## config.mk

```make
export PLATFORM = sky130hd
export DESIGN_NAME = div32_seq_flat
export DESIGN_NICKNAME = d
export VERILOG_FILES = /design/src/rtl/div32_if.sv /design/src/rtl/div32_seq.sv /design/src/flat_wrapper.sv
export SDC_FILE = /design/constraint.sdc
export NUM_CORES = 1
export LEC_CHECK = 0
export CAP_MARGIN = 0
export CORE_MARGIN = 4
export CORE_UTILIZATION = 45
export CTS_CLUSTER_DIAMETER = 200
export DETAILED_ROUTE_END_ITERATION = 7
export PLACE_DENSITY_LB_ADDON = 0.15
export RECOVER_POWER = 25
export SLEW_MARGIN = 30
export SYNTH_ARGS = -nofsm -noshare
export SYNTH_HDL_FRONTEND = slang
export SYNTH_SLANG_ARGS = --single-unit
```

## constraint.sdc

```tcl
create_clock -name clk -period 2.9 [get_ports clk]
set_input_delay 0.29 -clock clk [delete_from_list [all_inputs] [get_ports clk]]
set_output_delay 0.29 -clock clk [all_outputs]
set_load 0.02 [all_outputs]
```

## src/rtl/div32_if.sv

```systemverilog
// Request/response bundle between the EX-stage issue logic (master) and the
// iterative divider (slave).
interface div32_if #(
  parameter int WIDTH = 32
);
  logic             start;
  logic             cancel;
  logic             sign;
  logic [WIDTH-1:0] a;
  logic [WIDTH-1:0] b;
  logic [WIDTH-1:0] q;
  logic [WIDTH-1:0] r;
  logic             busy;
  logic             ready;
  logic             div_zero;

  modport master (
    output start, cancel, sign, a, b,
    input  q, r, busy, ready, div_zero
  );

  modport slave (
    input  start, cancel, sign, a, b,
    output q, r, busy, ready, div_zero
  );
endinterface

```

## src/rtl/div32_seq.sv

```systemverilog
// Iterative restoring divider with RISC-V DIV/DIVU/REM/REMU semantics.
// Optional macro DIV32_FAST_SPECIAL_EN: divide-by-zero and signed overflow skip RUN.
module div32_seq #(
  parameter int WIDTH = 32,
  parameter int CNT_W = 5
) (
  input  logic   clk,
  input  logic   clrn,
  div32_if.slave bus
);

  typedef enum logic [1:0] {
    IDLE = 2'd0,
    RUN  = 2'd1,
    FIX  = 2'd2
  } state_t;

  state_t           state_reg;
  logic [CNT_W-1:0] cnt_reg;
  logic [WIDTH-1:0] rem_reg;
  logic [WIDTH-1:0] dvd_reg;
  logic [WIDTH-1:0] dvs_reg;
  logic [WIDTH-1:0] a_orig_reg;
  logic             sign_reg;
  logic             sign_a_reg;
  logic             sign_b_reg;
  logic             b_zero_reg;
  logic [WIDTH-1:0] q_reg;
  logic [WIDTH-1:0] r_reg;
  logic             busy_reg;
  logic             ready_reg;
  logic             div_zero_reg;

  logic             a_neg;
  logic             b_neg;
  logic [WIDTH-1:0] abs_a;
  logic [WIDTH-1:0] abs_b;
  logic [WIDTH:0]   shift_rem;
  logic [WIDTH:0]   trial;
  logic             trial_ok;
  logic [WIDTH-1:0] rem_next;
  logic [WIDTH-1:0] dvd_next;
  logic [WIDTH-1:0] q_fix;
  logic [WIDTH-1:0] r_fix;

  assign a_neg = bus.sign & bus.a[WIDTH-1];
  assign b_neg = bus.sign & bus.b[WIDTH-1];
  assign abs_a = a_neg ? (~bus.a + 1'b1) : bus.a;
  assign abs_b = b_neg ? (~bus.b + 1'b1) : bus.b;

  // The shifted remainder can exceed WIDTH bits; if its top bit is set the
  // subtract always succeeds, so only the low WIDTH bits need the borrow check.
  assign shift_rem = {rem_reg, dvd_reg[WIDTH-1]};
  assign trial     = {1'b0, shift_rem[WIDTH-1:0]} - {1'b0, dvs_reg};
  assign trial_ok  = shift_rem[WIDTH] | ~trial[WIDTH];
  assign rem_next  = trial_ok ? trial[WIDTH-1:0] : shift_rem[WIDTH-1:0];
  assign dvd_next  = {dvd_reg[WIDTH-2:0], trial_ok};

  assign q_fix = b_zero_reg ? {WIDTH{1'b1}} :
                 (sign_reg && (sign_a_reg != sign_b_reg)) ? (~dvd_reg + 1'b1) : dvd_reg;
  assign r_fix = b_zero_reg ? a_orig_reg :
                 (sign_reg && sign_a_reg) ? (~rem_reg + 1'b1) : rem_reg;

`ifdef DIV32_FAST_SPECIAL_EN
  logic fast_special;
  // Overflow needs no special load: |0x80000000| / 1 with equal sign flags is already correct.
  assign fast_special = (bus.b == '0) ||
                        (bus.sign && (bus.a == {1'b1, {(WIDTH-1){1'b0}}}) && (bus.b == {WIDTH{1'b1}}));
`endif

  always_ff @(posedge clk or negedge clrn) begin
    if (!clrn) begin
      state_reg    <= IDLE;
      cnt_reg      <= '0;
      rem_reg      <= '0;
      dvd_reg      <= '0;
      dvs_reg      <= '0;
      a_orig_reg   <= '0;
      sign_reg     <= 1'b0;
      sign_a_reg   <= 1'b0;
      sign_b_reg   <= 1'b0;
      b_zero_reg   <= 1'b0;
      q_reg        <= '0;
      r_reg        <= '0;
      busy_reg     <= 1'b0;
      ready_reg    <= 1'b0;
      div_zero_reg <= 1'b0;
    end else begin
      ready_reg <= 1'b0;
      if (bus.cancel) begin
        state_reg <= IDLE;
        busy_reg  <= 1'b0;
      end else begin
        case (state_reg)
          IDLE: begin
            if (bus.start) begin
              sign_reg   <= bus.sign;
              sign_a_reg <= bus.a[WIDTH-1];
              sign_b_reg <= bus.b[WIDTH-1];
              b_zero_reg <= (bus.b == '0);
              a_orig_reg <= bus.a;
              dvd_reg    <= abs_a;
              dvs_reg    <= abs_b;
              rem_reg    <= '0;
              cnt_reg    <= '0;
              busy_reg   <= 1'b1;
`ifdef DIV32_FAST_SPECIAL_EN
              state_reg  <= fast_special ? FIX : RUN;
`else
              state_reg  <= RUN;
`endif
            end
          end
          RUN: begin
            rem_reg <= rem_next;
            dvd_reg <= dvd_next;
            cnt_reg <= cnt_reg + 1'b1;
            if (cnt_reg == CNT_W'(WIDTH - 1)) begin
              state_reg <= FIX;
            end
          end
          FIX: begin
            q_reg        <= q_fix;
            r_reg        <= r_fix;
            div_zero_reg <= b_zero_reg;
            ready_reg    <= 1'b1;
            busy_reg     <= 1'b0;
            state_reg    <= IDLE;
          end
          default: begin
            state_reg <= IDLE;
            busy_reg  <= 1'b0;
          end
        endcase
      end
    end
  end

  assign bus.q        = q_reg;
  assign bus.r        = r_reg;
  assign bus.busy     = busy_reg;
  assign bus.ready    = ready_reg;
  assign bus.div_zero = div_zero_reg;

endmodule

```

## src/flat_wrapper.sv

```systemverilog
// flat-port wrapper written by rule: the top's interface ports become plain ports
module div32_seq_flat 
#(
  parameter int WIDTH = 32,
  parameter int CNT_W = 5
)
  (clk, clrn, bus_start, bus_cancel, bus_sign, bus_a, bus_b, bus_q, bus_r, bus_busy, bus_ready, bus_div_zero);
  div32_if #(.WIDTH(WIDTH)) bus_i ();
  input  logic clk;
  input  logic clrn;
  input wire logic [$bits(bus_i.start)-1:0] bus_start;
  input wire logic [$bits(bus_i.cancel)-1:0] bus_cancel;
  input wire logic [$bits(bus_i.sign)-1:0] bus_sign;
  input wire logic [$bits(bus_i.a)-1:0] bus_a;
  input wire logic [$bits(bus_i.b)-1:0] bus_b;
  output wire logic [$bits(bus_i.q)-1:0] bus_q;
  output wire logic [$bits(bus_i.r)-1:0] bus_r;
  output wire logic [$bits(bus_i.busy)-1:0] bus_busy;
  output wire logic [$bits(bus_i.ready)-1:0] bus_ready;
  output wire logic [$bits(bus_i.div_zero)-1:0] bus_div_zero;
  assign bus_i.start = bus_start;
  assign bus_i.cancel = bus_cancel;
  assign bus_i.sign = bus_sign;
  assign bus_i.a = bus_a;
  assign bus_i.b = bus_b;
  assign bus_q = bus_i.q;
  assign bus_r = bus_i.r;
  assign bus_busy = bus_i.busy;
  assign bus_ready = bus_i.ready;
  assign bus_div_zero = bus_i.div_zero;
  div32_seq #(.WIDTH(WIDTH), .CNT_W(CNT_W)) u_core (.clk(clk), .clrn(clrn), .bus(bus_i));
endmodule
```

==> impl_results.md <==
* Clock sinks at 205
* Synth cell count leaders: nand2_1 (244), dfrtp_1 (205), o21ai_0 (151)
* PortBufs at 135
* Routed via count at 10760
* Pre-CTS WS at -0.02056 ns
* Starting DRT DRC Count at 752
* # DRC at 0
* Initial Utilization at 0.4608
* Fmax at 356.6 MHz
* Switching share of power at 0.3101
* Simple-Gate Fraction of Synth Area at 0.1775
* Slew margin rel. at -0.3240
* Detailed-route wire length at 32850 um
* HPWL Detailed at 23850 um
* Final Total Pwr at 8644 uW
* Cell Pwr Density at 557.6 nW/um2
* Pleak at 0.006897 uW
* Worst clock skew at 0.02159 ns
* Compound-Gate Fraction of Synth Area at 0.2180
* Syn nets at 1587
* Worst Max-Slew Pin Slew at 1.986 ns
* Area leader, netlist: dfrtp_1
* Synth top area share at 0.4107
* Synth top area cells: dfrtp_1 (41%), nand2_1 (7.3%), o21ai_0 (6.1%), xnor2_1 (5.6%), a21oi_1 (5.5%)
* Max Root-Sink Buffers at 3
* Mean post-synth cell area at 8.445 um2
* Max-Cap Viols at 1
* Non-filler cells, final at 2007
* Pin count of the biggest net entering global routing at 78
* Final Hold Vio Count at 0
* Total GRT Usage at 0.2069
* DIE AREA at 30480 um2
* Layout Nets at 1726
* Largest family of logic cells by synthesized area: compound AO/OA/AOI/OAI gates
* Die width at 174.6 um
* Tcrit/Tclk final at 0.9670
* Clk slew on worst S/H paths at 0.06 ns
* N_diodes at 0
* Min Hold Slack at 0.3995 ns
* YS warnings at 0
* Final max-slew violation count at 76
* Mux contribution to synthesized area at 0.007313
* Worst setup SP type: flip-flop
* Core Area at 27100 um2
* Sw power at 2681 uW
* Setup violators final at 0
* Vias in the first global route at 10140
* Top-count cell post-synth: nand2_1
* Combinational Power Share at 0.235
* Antenna violations before repair at 0
* XOR/XNOR share of the synthesized area at 0.1031
* Critical Path Fanout Max at 6
* Layout cells sized above 1 at 0.08746
* CTS HTree Levels at 1
* Adder-cell share of the synthesized area at 0.03967
* Post-Syn Area at 12490 um2
* Vias/cell at 5.363
* Worst Setup Path Type: reg -> reg
* Io pins at 136
* Data required time of the worst path at 3.29 ns
* Min-delay worst type: in -> reg
* Clock power frac at 0.364
* Post-Place Cells at 1957
* Min Tclk post-route at 2.804 ns
* Layout area overhead at 24.11%
* Mapped Cells at 1479
* Post-synth ARST share at 1.000
* Yosys cell types at 72
* CP Capture Type: flip-flop
* Top_reg_cell synth: dfrtp_1
* Sequential share of the synthesized area at 0.4107
* Post-synth EDFFs at 0
* CTS Buf Count at 23
* DR pass1 iterations at 5
* Post-layout util at 0.5720
* First-pass GRT wire length at 53140 um
* Final GP Congestion at 0.8739
* Wire per inst at 16.37 um
* Status: finished, violations left
* Internal Power at 5963 uW
* Antenna viol nets, final at 0
* CTS tree: yes
* Clock Tree Root: clkbuf_16
* Violated checks: max-capacitance violations, max-slew violations
* Chip Height at 174.6 um
* Clk_lat worst skew at 0.53 ns
* Register bit count reported by yosys at 205
* Worst path arrival time at 3.20 ns
* Row cnt at 60
* Peak supply drop at 357.0 uV
* Final setup margin at 0.09584 ns
* Sequential share of power at 0.401
* Global route overflow at 0
==> power by group through the flow <==
stage	Sequential (uW)	Clock, uW	Combinational, uW
after floorplan	3410	0	1430
after global placement	3500	0	1970
after detailed placement	3510	0	1990
after CTS	3460	3200	2000
after global routing	3520	3310	2300
final	3470	3140	2030
==> metrics by stage <==
stage | setup TNS, ns | instance area (um2)
after CTS | 0 | 15320
after detailed placement | -0.03156 | 14480
after global placement | 0 | 14480
after floorplan | 0 | 12490
final | 0 | 15500
after global routing | -0.05427 | 15500
==> logic make-up after synthesis <==
group	after synthesis
flip-flops	205
XOR/XNOR	147
AO/OA/AOI/OAI	451
adder cells (fa/ha/maj)	39
buffers and inverters	140
AND/OR/NAND/NOR	488
multiplexers	9
==> critical path, cell delays in order (launching register included) <==
cell,delay (ns)
dfrtp_1,0.34
inv_1,0.06
ha_1,0.21
fa_2,0.36
nand2b_4,0.16
a21oi_2,0.16
o41a_1,0.21
o21ai_2,0.11
o2111ai_2,0.24
o311ai_4,0.17
buf_12,0.17
clkbuf_16,0.15
a32oi_1,0.23
o21ai_0,0.11
==> repair_timing <==
| action | 4_1_cts | 5_1_grt |
|---|---|---|
| endpoints found under the hold margin | 75 | 0 |
| pin swaps | 0 | 3 |
| endpoints found under the setup margin | 13 | 37 |
| gates resized for setup | 2 | 15 |
| gates cloned | 0 | 4 |
| setup buffers | 0 | 3 |
| hold buffers | 1 | 0 |
==> layer usage <==
metal,up-vias,share of wire,GRT usage
li1,5437,-,-
met1,5014,0.46,0.2897
met2,265,0.48,0.3475
met3,48,0.043,0.02120
met4,0,0.021,0.05074
met5,-,0,0
==> cell usage in the layout, fill, tap and decap left out, drive strengths merged, types with 36 or more instances in the layout <==
cell type and instances:
a22oi 37, nor2 124, a21oi 137, nand2 245
ha 38, buf 58, dfrtp 205, clkbuf 36
o21ai 175, xor2 67, clkdlybuf4s50 134, inv 57
xnor2 80
==> final timing paths <==
check / startpoint / endpoint / slack, ns / cells past startpoint
hold reg to reg: u_core.bus.q[0] / u_core.bus.q[0] / 0.47 / 2
max in group asynchronous: clrn / u_core.rem_reg[25] / 0.81 / 3
setup / recovery: u_core.dvd_reg[31] / u_core.rem_reg[19] / 0.1 / 13
setup reg to reg: u_core.dvd_reg[31] / u_core.rem_reg[19] / 0.1 / 13
min in group asynchronous: clrn / u_core.bus.q[7] / 0.88 / 2
hold / removal: bus_a[9] / u_core.a_orig_reg[9] / 0.40 / 3
==> area by class of cell <==
type	count	area (um2)
Clock inverter	10	140.1
Multi-Input combinational cell	1134	6914
Timing Repair Buffer	197	1946
Fill cell	2509	11600
Clock buffer	32	689.4
Sequential cell	205	5132
Inverter	57	214.0
Tap cell	372	465.4
Power figures use the tool's default switching activity.
